`src/rtl/control_sequencer.sv`:
```
// Hardwired T-state control unit: fetch T0-T2, opcode latch, execute T3-T7, falling-edge state register.
// Optional retired-instruction counter enabled by `define CONTROL_SEQ_INSTR_COUNT_EN.
module control_sequencer #(
   parameter int OPW = 5
) (
   input  logic        clock,
   input  logic        clear,
   input  logic [31:0] IR,
   input  logic        Stop,
   output logic        Run,
   output logic        PCout,
   output logic        PCin,
   output logic        IncPC,
   output logic        MARin,
   output logic        MDRin,
   output logic        MDRout,
   output logic        MDMuxread,
   output logic        RAMread,
   output logic        RAMwrite,
   output logic        IRin,
   output logic        Yin,
   output logic        Zlowin,
   output logic        Zlowout,
   output logic        CSEout,
   output logic        Gra,
   output logic        Grb,
   output logic        Grc,
   output logic        Rin,
   output logic        Rout,
   output logic        BAout,
   output logic        ADD,
   output logic        SUB,
   output logic        AND,
   output logic        OR,
   output logic        Illegal,
   output logic [31:0] instr_count
);

   typedef enum logic [3:0] {
      S_RESET, S_T0, S_T1, S_T2, S_T3, S_T4, S_T5, S_T6, S_T7, S_HALTED
   } state_t;

   localparam logic [OPW-1:0] OP_LD   = 5'b00000;
   localparam logic [OPW-1:0] OP_LDI  = 5'b00001;
   localparam logic [OPW-1:0] OP_ST   = 5'b00010;
   localparam logic [OPW-1:0] OP_ADD  = 5'b00011;
   localparam logic [OPW-1:0] OP_SUB  = 5'b00100;
   localparam logic [OPW-1:0] OP_AND  = 5'b00101;
   localparam logic [OPW-1:0] OP_OR   = 5'b00110;
   localparam logic [OPW-1:0] OP_ADDI = 5'b01100;
   localparam logic [OPW-1:0] OP_ANDI = 5'b01101;
   localparam logic [OPW-1:0] OP_ORI  = 5'b01110;
   localparam logic [OPW-1:0] OP_NOP  = 5'b11010;
   localparam logic [OPW-1:0] OP_HALT = 5'b11011;

   state_t         state, next_state;
   logic [OPW-1:0] op_q;
   logic           is_reg_alu, is_imm_alu, is_ldi, is_ld, is_st, is_nop, is_halt;
   logic           sel_add, sel_sub, sel_and, sel_or;
   logic           unused_ir;

   // Only the opcode field steers sequencing; operand fields belong to the datapath.
   assign unused_ir = ^IR[31-OPW:0];

   assign is_reg_alu = (op_q == OP_ADD) || (op_q == OP_SUB) || (op_q == OP_AND) || (op_q == OP_OR);
   assign is_imm_alu = (op_q == OP_ADDI) || (op_q == OP_ANDI) || (op_q == OP_ORI);
   assign is_ldi     = (op_q == OP_LDI);
   assign is_ld      = (op_q == OP_LD);
   assign is_st      = (op_q == OP_ST);
   assign is_nop     = (op_q == OP_NOP);
   assign is_halt    = (op_q == OP_HALT);

   // Address arithmetic for the load/store family reuses the adder.
   assign sel_add = (op_q == OP_ADD) || (op_q == OP_ADDI) || is_ldi || is_ld || is_st;
   assign sel_sub = (op_q == OP_SUB);
   assign sel_and = (op_q == OP_AND) || (op_q == OP_ANDI);
   assign sel_or  = (op_q == OP_OR)  || (op_q == OP_ORI);

   // Falling-edge update keeps every strobe stable across the datapath's rising-edge capture.
   // NOTE: sequential state uses non-blocking assignments so all flops see pre-edge values.
   always_ff @(negedge clock or negedge clear) begin
      if (!clear) begin
         state <= S_RESET;
         op_q  <= '0;
      end else begin
         state <= next_state;
         if (state == S_T2) op_q <= IR[31 -: OPW];
      end
   end

   // Stop is honoured only at an instruction boundary, i.e. on every would-be entry to T0.
   // NOTE: next_state gets a default first so no path through the case infers a latch.
   always_comb begin
      next_state = state;
      unique case (state)
         S_RESET:  next_state = Stop ? S_HALTED : S_T0;
         S_T0:     next_state = S_T1;
         S_T1:     next_state = S_T2;
         S_T2:     next_state = S_T3;
         S_T3: begin
            if (is_halt)
               next_state = S_HALTED;
            else if (is_reg_alu || is_imm_alu || is_ldi || is_ld || is_st)
               next_state = S_T4;
            else
               next_state = Stop ? S_HALTED : S_T0;
         end
         S_T4:     next_state = S_T5;
         S_T5:     next_state = (is_ld || is_st) ? S_T6 : (Stop ? S_HALTED : S_T0);
         S_T6:     next_state = S_T7;
         S_T7:     next_state = Stop ? S_HALTED : S_T0;
         S_HALTED: next_state = S_HALTED;
         default:  next_state = S_RESET;
      endcase
   end

   always_comb begin
      Run = 1'b1;   Illegal = 1'b0;
      PCout = 1'b0; PCin = 1'b0; IncPC = 1'b0; MARin = 1'b0;
      MDRin = 1'b0; MDRout = 1'b0; MDMuxread = 1'b0; RAMread = 1'b0; RAMwrite = 1'b0;
      IRin = 1'b0;  Yin = 1'b0; Zlowin = 1'b0; Zlowout = 1'b0; CSEout = 1'b0;
      Gra = 1'b0;   Grb = 1'b0; Grc = 1'b0; Rin = 1'b0; Rout = 1'b0; BAout = 1'b0;
      ADD = 1'b0;   SUB = 1'b0; AND = 1'b0; OR = 1'b0;
      unique case (state)
         S_T0: begin PCout = 1'b1; MARin = 1'b1; IncPC = 1'b1; Zlowin = 1'b1; end
         S_T1: begin
            Zlowout = 1'b1; PCin = 1'b1; MDMuxread = 1'b1; RAMread = 1'b1; MDRin = 1'b1;
         end
         S_T2: begin MDRout = 1'b1; IRin = 1'b1; end
         S_T3: begin
            if (is_reg_alu || is_imm_alu) begin
               Grb = 1'b1; Rout = 1'b1; Yin = 1'b1;
            end else if (is_ldi || is_ld || is_st) begin
               Grb = 1'b1; BAout = 1'b1; Yin = 1'b1;
            end else if (!is_nop && !is_halt) begin
               Illegal = 1'b1;
            end
         end
         S_T4: begin
            Zlowin = 1'b1;
            if (is_reg_alu) begin
               Grc = 1'b1; Rout = 1'b1;
            end else begin
               CSEout = 1'b1;
            end
            ADD = sel_add; SUB = sel_sub; AND = sel_and; OR = sel_or;
         end
         S_T5: begin
            Zlowout = 1'b1;
            if (is_ld || is_st) begin
               MARin = 1'b1;
            end else begin
               Gra = 1'b1; Rin = 1'b1;
            end
         end
         S_T6: begin
            MDRin = 1'b1;
            if (is_st) begin
               Gra = 1'b1; Rout = 1'b1;
            end else begin
               MDMuxread = 1'b1; RAMread = 1'b1;
            end
         end
         S_T7: begin
            if (is_st) begin
               RAMwrite = 1'b1;
            end else begin
               MDRout = 1'b1; Gra = 1'b1; Rin = 1'b1;
            end
         end
         S_HALTED: Run = 1'b0;
         default: ;
      endcase
   end

`ifdef CONTROL_SEQ_INSTR_COUNT_EN
   logic        retire;
   logic [31:0] count_q;

   // Retirement is the exit from the last execute state of a defined opcode.
   assign retire = ((state == S_T5) && (is_reg_alu || is_imm_alu || is_ldi)) ||
                   (state == S_T7) ||
                   ((state == S_T3) && is_nop);

   always_ff @(negedge clock or negedge clear) begin
      if (!clear)      count_q <= '0;
      else if (retire) count_q <= count_q + 32'd1;
   end

   assign instr_count = count_q;
`else
   assign instr_count = '0;
`endif

endmodule

```
`config.mk`:
```
export PLATFORM = sky130hd
export DESIGN_NAME = control_sequencer
export DESIGN_NICKNAME = d
export VERILOG_FILES = /design/src/rtl/control_sequencer.sv
export SDC_FILE = /design/constraint.sdc
export NUM_CORES = 1
export LEC_CHECK = 0
export ABC_AREA = 0
export CAP_MARGIN = 10
export CORE_ASPECT_RATIO = 1.4
export CORE_UTILIZATION = 34
export CTS_CLUSTER_DIAMETER = 60
export DETAILED_ROUTE_END_ITERATION = 6
export PLACE_DENSITY = 0.86
export SLEW_MARGIN = 30
export SYNTH_ARGS = -nofsm -noshare
export SYNTH_HDL_FRONTEND = slang
export SYNTH_SLANG_ARGS = --single-unit
export TNS_END_PERCENT = 20
```
`constraint.sdc`:
```
create_clock -name clock -period 3.2 [get_ports clock]
set_clock_uncertainty 0.15 [all_clocks]
set_input_delay 0.48 -clock clock [delete_from_list [all_inputs] [get_ports clock]]
set_output_delay 0.48 -clock clock [all_outputs]
set_load 0.02 [all_outputs]
```
==> flow_metrics.tcl <==
set metrics [dict create \
    rows 23 \
    route.detailed.drc 0 \
    ir_drop_v 0.000685 \
    drv_cap 0 \
    ys_ff_latch 9 \
    place_ws_ps -1040 \
    synth_flop_cell "dfrtn_1" \
    cts_made_buffers 3 \
    clk_pin_slew_worst_paths_ps 40 \
    synth_area_mm2 0.00107 \
    finalSetupViolCount 26 \
    start_util_pct 36.5 \
    drt-initial-drc-count 18 \
    multi_input_area_um2 845 \
    grt_pass1_vias 1068 \
    hold_class "reg -> reg" \
    die-area_mm2 0.00338 \
    dp_cells 230 \
    die_w_um 49.4 \
    max_stage_delay_ps 550 \
    yosysSeqAreaShare_pct 21.0 \
    synthArstFlopShare_pct 100 \
    drtPass1Iterations 4 \
    path_class "reg -> out" \
    path_max_fanout 4 \
    cp_data_arrival_time_ps 3390 \
    core-area_mm2 0.00294 \
    postLayoutSetupSlackWorst_ps -822 \
    fin_nets 243 \
    die_h_um 68.4 \
    status "finished, violations left" \
    critical_path.startpoint_type "flop" \
    mostFrequentLayoutCell "buf_4" \
    grtUsageTotal_pct 19.6 \
    final_cells 244 \
    synth_edf_count 0 \
    ctsHoldBuffers 0 \
    wire_per_inst_um 13.4 \
    io_pins 93 \
    fillers 243 \
    grt_antenna_before_repair 0 \
    power_per_cell_area_mw_per_mm2 1000 \
    rrSetupSlack_ps 1100 \
    violations "negative setup slack" \
    synth.distinct_cells 41 \
    grt-ovfl-total 0 \
    crit_family "simple AND/OR/NAND/NOR gates" \
    required_ps 2570 \
    syn_avg_cell_area_um2 7.49 \
    hold_viol_final 0 \
    final_area_mm2 0.00180 \
    crit_buf_inv 1 \
    wl_um 3270 \
    yosysWarnings 0 \
    slowest_stage "or4_4" \
    routed-via-count 1167 \
    port_buffers 33 \
    vias_per_cell 4.78 \
    p_leak_uw 0.000841 \
    path_cells "nand2_2, xor2_2, or4_4, o211ai_4, buf_6" \
    ctsLongestPathBuffers 2 \
    cts_tree "built" \
    hpwl_um 2090 \
    totalNegativeSetupSlack_ps -14570 \
    clkLatencyLatePin_ps 260 \
    syn_to_final_growth_pct 67.8 \
    cts.htree.levels 1 \
    num_antenna_cells 0 \
    clock-sinks 9 \
    grt_pass1_wl_um 4950 \
    root_buffer "clkbuf_8" \
    rsz0062_at_grt "yes" \
    grt_max_degree 15 \
    place_congestion 0.922 \
    endpoint_kind "output pin" \
    ant_nets 0 \
    area.sequential_um2 225 \
    placed_cell_area_mm2 0.00156 \
    syn_inst 143 \
    layout-drive-gt1-share_pct 51.7 \
    drv_slew 0 \
    layout_common_cells "40 x buf_4, 32 x conb_1, 17 x buf_6, 12 x nor2_1, 12 x nand2_1" \
]
## final cells by class
type	count	share of cell area [%]
timing repair buffer	72	34.3
inverter	5	1.04
sequential	9	12.5
tap	37	2.58
clock buffer	4	2.51
multi-input combinational	117	47.0
## Yosys cell counts (2+ instances only)
library cell / number / share of area, %
a31oi_1: 4 / 2.3
nand2b_1: 2 / 1.2
o21ai_0: 4 / 1.9
buf_2: 3 / 1.4
buf_4: 35 / 25
clkbuf_1: 4 / 1.4
or2_2: 2 / 1.2
a21oi_1: 6 / 2.8
nand2_1: 13 / 4.6
inv_1: 5 / 1.8
nor3_1: 5 / 2.3
or4_4: 2 / 2.1
nor2_1: 16 / 5.6
nand3_1: 4 / 1.9
nor2b_1: 3 / 1.8
mux2_1: 2 / 2.1
dfrtn_1: 9 / 21
## power breakdown
group | internal (uW) | switching, uW
clock network | 87.2 | 49.5
logic | 681 | 732
registers | 173 | 82.3
## state kept, by name, summed over array words and instances (netlist names)
signal	count
op_q	5
state	4
## worst min-delay path, stage by stage (launching register included)
cell and delay [ps]:
dfrtn_1 380, buf_12 170, a21oi_1 110
## worst paths after layout
| check | to | startpoint | cells after the start |
|---|---|---|---|
| max | Rout | op_q[0]$_DFFE_NN0P_ | 5 |
| min | state[1]$_DFF_NN0_ | state[3]$_DFF_NN0_ | 2 |
| max reg2reg | state[3]$_DFF_NN0_ | op_q[0]$_DFFE_NN0P_ | 7 |
| min reg2reg | state[1]$_DFF_NN0_ | state[3]$_DFF_NN0_ | 2 |
| max in group asynchronous | op_q[2]$_DFFE_NN0P_ | clear | 1 |
| min in group asynchronous | state[2]$_DFF_NN0_ | clear | 1 |
## kinds of logic after synthesis
group / count (synthesis) / synth area share (%)
mux: 2 / 2.10
buf+inv: 48 / 29.6
compound gates: 23 / 14.1
other cells: 1 / 0.350
flops: 9 / 21.0
xor+xnor: 1 / 0.818
simple gates: 59 / 32.0
## what timing repair did
action / CTS / global route
buffers inserted: 6 / 4
endpoints found under the setup margin: 26 / 26
gates cloned: 0 / 0
gates resized for setup: 158 / 13
pin swaps: 14 / 5
## layer usage
layer | wire length, um | up-vias | share of wire [%] | track usage (%)
met5 | 0 | - | 0 | 0
met3 | 154 | 8 | 4.7 | 3.56
met2 | 1860 | 57 | 57 | 37.7
met1 | 1190 | 561 | 36 | 20.6
li1 | - | 541 | - | -
met4 | 72 | 0 | 2.2 | 9.29
## metrics by stage
| stage | utilization (%) | hold slack [ps] | total power [uW] |
|---|---|---|---|
| after floorplan | - | 412 | 937 |
| after global placement | 53.2 | 411 | 1340 |
| after detailed placement | 53.2 | 433 | 1370 |
| after CTS | 58.3 | 440 | 1660 |
| after global routing | 61.2 | 471 | 1910 |
| final | 61.2 | 440 | 1810 |
Note: power is estimated with default switching activity, not from simulation.
==> edit, RTL diff (same settings) <==
Re-encode `state_t` (10 states) as Gray code, 4 bits wide.
--- a/src/rtl/control_sequencer.sv
+++ b/src/rtl/control_sequencer.sv
@@ -38,5 +38,5 @@
 
    typedef enum logic [3:0] {
-      S_RESET, S_T0, S_T1, S_T2, S_T3, S_T4, S_T5, S_T6, S_T7, S_HALTED
+      S_RESET = 4'b0000, S_T0 = 4'b0001, S_T1 = 4'b0011, S_T2 = 4'b0010, S_T3 = 4'b0110, S_T4 = 4'b0111, S_T5 = 4'b0101, S_T6 = 4'b0100, S_T7 = 4'b1100, S_HALTED = 4'b1101
    } state_t;
 
Check against the original RTL: same outputs for any inputs over 10 cycles, from zero or initial values; not proved beyond that.
==> edit against the original RTL <==
Synthesized cell count up 7.0%. Critical path type unchanged. Largest cell class unchanged. The run still ends with negative setup slack left. Clock power down 6%. Design area down 0.21%. Total power up 2.4%. Combinational power up 4%. Area after synthesis up 4.7%. Global-route usage down 1.5 points. Wire length down 10%. Worst setup slack better by 0.042 ns. Non-clock buffer count down 4. Hold slack worse by 0.078 ns. Register-to-register slack better by 0.24 ns. Sequential cell count unchanged.
==> edit: results (changes against the original RTL) <==
Yosys
  – Multiplexer area fraction after synthesis: 4.02% (was 2.10%)
  – Compound-Gate Fraction of Synth Area: 15.7% (was 14.1%)
  – Gate Count Post-Synth: 153 (was 143)
  – Xor and xnor area share after synthesis: 0.781% (was 0.818%)
  – Commonest cells post-synth: 36 x buf_4, 22 x nor2_1, 9 x dfrtn_1, 9 x nand2_1, 8 x nor3_1 (was 35 x buf_4, 16 x nor2_1, 13 x nand2_1, 9 x dfrtn_1, 6 x a21oi_1)
  – Top cells by area, synth: buf_4 24%, dfrtn_1 20%, nor2_1 7.4% (was buf_4 25%, dfrtn_1 21%, nor2_1 5.6%)

Clock network
  – Postcts setup bufs: 1 (was 6)
  – Post_cts resized: 136 (was 158)

Power
  – VDD IR-drop max: 0.503 mV (was 0.685 mV)
  – Combinational power: 1.47 mW (was 1.41 mW)
  – Leak Pwr: 0.835 nW (was 0.841 nW)
  – Reg power frac: 13.8% (was 14.2%)
  – Sw Share: 47.9% (about the same)
  – Clock share of power: 7.0% (was 7.6%)

Run status
  – Failing checks: negative setup slack (unchanged)
  – Status: finished, violations left (unchanged)

Cells and area
  – Share of post-route cells with drive strength above 1: 50.2% (was 51.7%)
  – Core Util, Final: 57.4% (was 61.2%)
  – Largest registers: op_q: 5 flops, state: 4 flops (unchanged)
  – Final Net Count: 247 (was 243)
  – Fill count: 270 (was 243)

STA
  – Setup Viol. Count Final: 26 (unchanged)
  – Setup tns final: -14.95 ns (was -14.57 ns)
  – Final worst setup slack: -0.780 ns (was -0.822 ns)

Detailed routing
  – Vias per inst: 4.70 (was 4.78)
  – WL per Instance: 11.7 um (was 13.4 um)
  – Starting DRC count in detailed routing: 31 (was 18)

GRT
  – Largest net degree at the start of global routing: 19 (was 15)
  – Number of global-route vias before repair: 1,132 (was 1,068)
  – Global-route wire length before repair: 4970 um (was 4950 um)

Setup path
  – Max FO, Critical Path: 3 (was 4)
  – Critical path capture point: Gra (was Rout)
  – Reg2reg setup slack: 1.34 ns (was 1.10 ns)
  – Largest stage delay on the critical path: 0.55 ns (about the same)

Worst hold path
  – Hold path depth: 1 (was 2)

Floorplanning
  – Die extent in x: 50.5 um (was 49.4 um)

Placement
  – DP Worst Slack: -1.07 ns (was -1.04 ns)
  – Global placement routability congestion: 0.847 (was 0.922)
  – Final HPWL DP: 2280 um (was 2090 um)
[edit: changes by cell type after synthesis, moves of 3 or more]
cell      before  now
nand2b_1       2    6
a211oi_1       0    4
mux2_2         0    4
nor3_1         5    8
nand3_1        4    0
nand2_1       13    9
nor2_1        16   22
[edit: worst min path at each step]
stage,start,end,slack [ns]
finish,op_q[4],op_q[4],0.36
global route,op_q[4],op_q[4],0.39
CTS,op_q[4],op_q[4],0.36
detailed placement,op_q[4],op_q[4],0.39
global placement,op_q[4],op_q[4],0.37
floorplan,op_q[2],op_q[2],0.43
[edit: routing by layer]
layer	part of all wire [%]	vias up	wire, um	GRT usage, %
met3	5.0	2	145	2.83
li1	-	574	-	-
met4	0.41	0	12	7.72
met2	57	48	1660	32.4
met5	0	-	0	0
met1	38	551	1110	20.5
[edit: area by class of cell]
cell class	instances	share of cell area (%)
clock inverter	1	0.279
timing repair buffer	68	31.5
clock buffer	3	2.30
multi-input combinational	127	50.0
sequential	9	12.6
tap	39	2.72
inverter	3	0.628
